`src/rtl/key_schedule_ctrl.sv`:
```
// Anubis key-schedule sequencer and 13-entry round-key store.
// Drives the evolution/selection datapath for NR+1 rounds, then serves key reads.
//   clk, reset        : clock, synchronous active-high reset
//   start, encrypt    : begin a schedule run (accepted in IDLE/DONE), mode
//   cipher_key        : user key, latched on an accepted start
//   ks_*              : datapath control (init, key, mode, round, phase, enable)
//   ks_round_key      : selected round key returned by the datapath
//   busy, keys_ready  : run in progress / all round keys stored
//   rk_req, rk_idx    : round-key read request and index
//   rk_valid, rk_data : read response, one cycle after the request
//   rk_err            : rejected read (wrong state or index out of range)
module key_schedule_ctrl #(
    parameter int NR           = 12,
    parameter int ROUND_CYCLES = 16,
    parameter int CAPTURE_AT   = 15
) (
    input  logic         clk,
    input  logic         reset,
    input  logic         start,
    input  logic         encrypt,
    input  logic [127:0] cipher_key,
    output logic         ks_init,
    output logic [127:0] ks_key,
    output logic         ks_encrypt,
    output logic [3:0]   ks_round_num,
    output logic [3:0]   ks_counter,
    output logic         ks_load_key,
    input  logic [127:0] ks_round_key,
    output logic         busy,
    output logic         keys_ready,
    input  logic         rk_req,
    input  logic [3:0]   rk_idx,
    output logic         rk_valid,
    output logic [127:0] rk_data,
    output logic         rk_err
);

    localparam logic [1:0] S_IDLE = 2'd0;
    localparam logic [1:0] S_LOAD = 2'd1;
    localparam logic [1:0] S_RUN  = 2'd2;
    localparam logic [1:0] S_DONE = 2'd3;

    localparam logic [3:0] LAST_CNT = 4'(ROUND_CYCLES - 1);
    localparam logic [3:0] CAP_CNT  = 4'(CAPTURE_AT);
    localparam logic [3:0] LAST_RND = 4'(NR);

    logic [1:0]   state;
    logic [127:0] key_buf [0:NR];

    logic is_idle;
    logic is_load;
    logic is_run;
    logic is_done;
    logic accept;
    logic rd_ok;

    assign is_idle = (state == S_IDLE);
    assign is_load = (state == S_LOAD);
    assign is_run  = (state == S_RUN);
    assign is_done = (state == S_DONE);

    assign accept = start && (is_idle || is_done);

    // A start in DONE takes priority over a read on the same cycle.
    assign rd_ok = rk_req && is_done && !start && (rk_idx <= LAST_RND);

    assign ks_init     = is_load;
    assign ks_load_key = is_run;
    assign busy        = is_load || is_run;
    assign keys_ready  = is_done;

    always_ff @(posedge clk) begin
        if (reset) begin
            state        <= S_IDLE;
            ks_key       <= '0;
            ks_encrypt   <= 1'b0;
            ks_round_num <= '0;
            ks_counter   <= '0;
            rk_valid     <= 1'b0;
            rk_err       <= 1'b0;
            rk_data      <= '0;
        end else begin
            rk_valid <= rd_ok;
            rk_err   <= rk_req && !rd_ok;
            if (rd_ok) begin
                rk_data <= key_buf[rk_idx];
            end

            unique case (1'b1)
                is_idle || is_done: begin
                    if (accept) begin
                        ks_key       <= cipher_key;
                        ks_encrypt   <= encrypt;
                        ks_round_num <= '0;
                        ks_counter   <= '0;
                        state        <= S_LOAD;
                    end
                end
                is_load: begin
                    state <= S_RUN;
                end
                is_run: begin
                    if (ks_counter == LAST_CNT) begin
                        ks_counter <= '0;
                        if (ks_round_num == LAST_RND) begin
                            ks_round_num <= '0;
                            state        <= S_DONE;
                        end else begin
                            ks_round_num <= ks_round_num + 4'd1;
                        end
                    end else begin
                        ks_counter <= ks_counter + 4'd1;
                    end
                end
                default: begin
                    state <= S_IDLE;
                end
            endcase
        end
    end

    // Key store has no reset; contents only become meaningful once DONE.
    always_ff @(posedge clk) begin
        if (!reset && is_run && (ks_counter == CAP_CNT)) begin
            key_buf[ks_round_num] <= ks_round_key;
        end
    end

endmodule

```
`config.mk`:
```
export PLATFORM = sky130hd
export DESIGN_NAME = key_schedule_ctrl
export DESIGN_NICKNAME = d
export VERILOG_FILES = /design/src/rtl/key_schedule_ctrl.sv
export SDC_FILE = /design/constraint.sdc
export NUM_CORES = 2
export LEC_CHECK = 0
export ABC_CLOCK_PERIOD_IN_PS = 39100
export CORE_AREA = 2 2 375 451
export DETAILED_ROUTE_END_ITERATION = 10
export DIE_AREA = 0 0 377 453
export SLEW_MARGIN = 10
export SYNTH_ARGS = -nofsm -noshare
export SYNTH_HDL_FRONTEND = slang
export SYNTH_SLANG_ARGS = --single-unit
```
`constraint.sdc`:
```
create_clock -name clk -period 39.1 [get_ports clk]
set_input_delay 5.865 -clock clk [delete_from_list [all_inputs] [get_ports clk]]
set_output_delay 5.865 -clock clk [all_outputs]
set_load 0.01 [all_outputs]
```
==> impl_metrics.env <==
export IMPL_p_total_mw=4.54
export IMPL_slew_headroom_pct=16.6
export IMPL_initial_utilization_pct=44.8
export IMPL_critical_path_arrival_ps=11680
export IMPL_ant_nets=0
export IMPL_gp_congestion=0.773
export IMPL_core_area_sq_um=166000
export IMPL_cts_max_path_buffers=3
export IMPL_cts_tree="done"
export IMPL_synthArstFlopShare_pct=0
export IMPL_pin_count=536
export IMPL_critPathKind="in -> reg"
export IMPL_hpwlAfterDp_um=106000
export IMPL_dp_cells=6972
export IMPL_skew_ps=30.8
export IMPL_synth_edf_count=1664
export IMPL_start_kind="input pin"
export IMPL_met1_length_um=81500
export IMPL_grt_total_usage_pct=23.6
export IMPL_final_cell_mix="edfxtp_1 (1664), mux2i_1 (768), clkdlybuf4s50_1 (533)"
export IMPL_htree_levels=4
export IMPL_die_area_sq_um=171000
export IMPL_cts_hold_buf=0
export IMPL_setup_viol_count_final=0
export IMPL_synth_seq_cells=1933
export IMPL_synth_avg_cell_area_sq_um=16.5
export IMPL_synth_ff_type="edfxtp_1"
export IMPL_wl_per_cell_um=27.9
export IMPL_dr_wl_met3_um=11800
export IMPL_routed_via_density=5.75
export IMPL_end_kind="register"
export IMPL_drv_slew=0
export IMPL_die_y_um=453
export IMPL_drive_gt1_share_pct=11.9
export IMPL_place_area_sq_um=81600
export IMPL_route_met2_wl_um=104000
export IMPL_max_cap_viol_count=0
export IMPL_period_needed_ps=11010
export IMPL_power_density_nw_per_um2=51.7
export IMPL_required_ps=39780
export IMPL_stdcell_count=7343
export IMPL_grt_max_degree=139
export IMPL_final_common_cell="edfxtp_1"
export IMPL_yosys_area_top_type_share_pct=67.1
export IMPL_yosysSeqAreaShare_pct=74.4
export IMPL_final_setup_tns_ps=0
export IMPL_drt_wl_total_um=205000
export IMPL_post_cts_resized=0
export IMPL_grt_pass1_vias=41600
export IMPL_postCtsSetupBuffers=0
export IMPL_area_growth_pct=18.0
export IMPL_syn_nets=4779
export IMPL_clock_sinks=1933
export IMPL_synthTopCellsByArea="edfxtp_1 (67%), mux2i_1 (10%), dfxtp_1 (7.2%)"
export IMPL_syn_cell_area_sq_um=74400
export IMPL_ir_drop_uv=45.6
export IMPL_critical_path_most_common_cell="buf_4"
export IMPL_crit_path_cell_trace="buf_8, buf_12, buf_4, buf_4, buf_4, buf_4, mux2i_1, o22ai_1, a211oi_2, o31ai_2"
export IMPL_insertion_delay_ps=840
export IMPL_fin_crit_sh_pct=28.1
export IMPL_hp_class="reg -> reg"
export IMPL_firstDrtPassIters=5
export IMPL_drc=0
export IMPL_slowest_stage="buf_4"
export IMPL_worst_pin_slew_ps=1250
export IMPL_nets=5279
export IMPL_top_layer_used="met5"
export IMPL_grt_pass1_wl_um=292000
export IMPL_p_leak_nw=29.6
export IMPL_clkTransAtPathRegs_ps=60
export IMPL_antenna_found_initial=39
export IMPL_synth_top_area_cell="edfxtp_1"
export IMPL_rsz0062_at_grt="no"
export IMPL_io_buffers=535
export IMPL_num_fill_cells=13500
export IMPL_synth_cells=4505
export IMPL_cts_root_buf="clkbuf_16"
export IMPL_final_area_sq_um=87900
export IMPL_grt_overflow_total=0
export IMPL_yosys_warnings=0
export IMPL_cts_made_buffers=189
export IMPL_fmax_ghz=0.0909
export IMPL_drt_iter0_markers=2837
export IMPL_path_max_fanout=137
export IMPL_num_vias=42200
export IMPL_status="finished, final reports clean"
export IMPL_die_w_um=377
export IMPL_hold_violations=0
export IMPL_synth_distinct_cells=46
export IMPL_max_stage_delay_ps=870
export IMPL_rows=164
-- layer usage --
metal  GRT usage (%)  vias up
li1                -    18700
met1            28.7    21800
met2            41.4     1314
met3            4.29      320
met4            9.86       26
met5               0        -
-- Yosys cell counts (2+ instances only) --
| library cell | n |
|---|---|
| nand3_1 | 6 |
| a21oi_1 | 262 |
| nand2_1 | 390 |
| xnor2_1 | 2 |
| or3b_1 | 2 |
| buf_6 | 25 |
| o2111ai_1 | 128 |
| o22ai_1 | 128 |
| dfxtp_1 | 269 |
| a211oi_1 | 21 |
| mux2i_1 | 768 |
| clkbuf_1 | 135 |
| a211oi_2 | 109 |
| o21ai_0 | 2 |
| ha_1 | 9 |
| nor4_1 | 2 |
| inv_1 | 8 |
| nor2_1 | 137 |
| buf_1 | 16 |
| edfxtp_1 | 1664 |
| buf_2 | 76 |
| nand3b_1 | 2 |
| nor3b_1 | 5 |
| o31ai_2 | 120 |
| a22oi_1 | 128 |
| nor2b_1 | 4 |
| and2_1 | 14 |
| o31ai_1 | 8 |
| buf_4 | 48 |
-- state kept, by name (all words and copies together) (netlist names) --
name,cells
ks_counter,4
rk_err,1
ks_encrypt,1
ks_round_num,4
key_buf,1664
rk_valid,1
rk_data,128
ks_key,128
state,2
-- cell type report --
cell class | instances | area [sq um] | area share [%]
Clock buffer | 271 | 5350 | 6.09
Antenna cell | 16 | 40.0 | 0.0456
Tap cell | 2158 | 2700 | 3.07
Clock inverter | 84 | 828 | 0.943
Timing Repair Buffer | 610 | 6020 | 6.85
Sequential cell | 1933 | 55400 | 63.0
Multi-Input combinational cell | 2263 | 17500 | 20.0
Inverter | 8 | 30.0 | 0.0342
-- critical path, delay by kind of cell --
family	cells	cell delay [ps]
compound gates	3	400
buf+inv	6	4650
mux	1	270
-- power by group --
group	internal, mW	switching (mW)	total [mW]
Sequential	2.28	0.0327	2.31
Combinational	0.174	0.254	0.428
Clock	1.03	0.773	1.81
Total	3.48	1.06	4.54
-- per-stage QoR --
stage / util, % / setup WS [ps] / hold WS [ps]
finish: 52.9 / 28090 / 453
global route: 52.9 / 27730 / 469
CTS: 52.8 / 28070 / 455
detailed placement: 49.1 / 27160 / 447
global placement: 49.1 / 27220 / 441
floorplan: - / 19670 / 481
-- kinds of logic after synthesis --
| group | synth area share, % |
|---|---|
| buf+inv | 2.18 |
| fa+ha+maj | 0.151 |
| flops | 74.4 |
| mux | 10.3 |
| compound gates | 9.88 |
| simple gates | 3.06 |
| xor+xnor | 0.0235 |
-- final timing paths --
check	startpoint	endpoint	slack [ps]	depth (start not counted)
setup / recovery	rk_idx[0]	rk_data[32]	28090	10
hold reg to reg	ks_key[99]	ks_key[99]	450	2
setup reg to reg	state[0]	key_buf[12][18]	34200	7
hold / removal	ks_key[99]	ks_key[99]	450	2
Power figures use the tool's default switching activity.
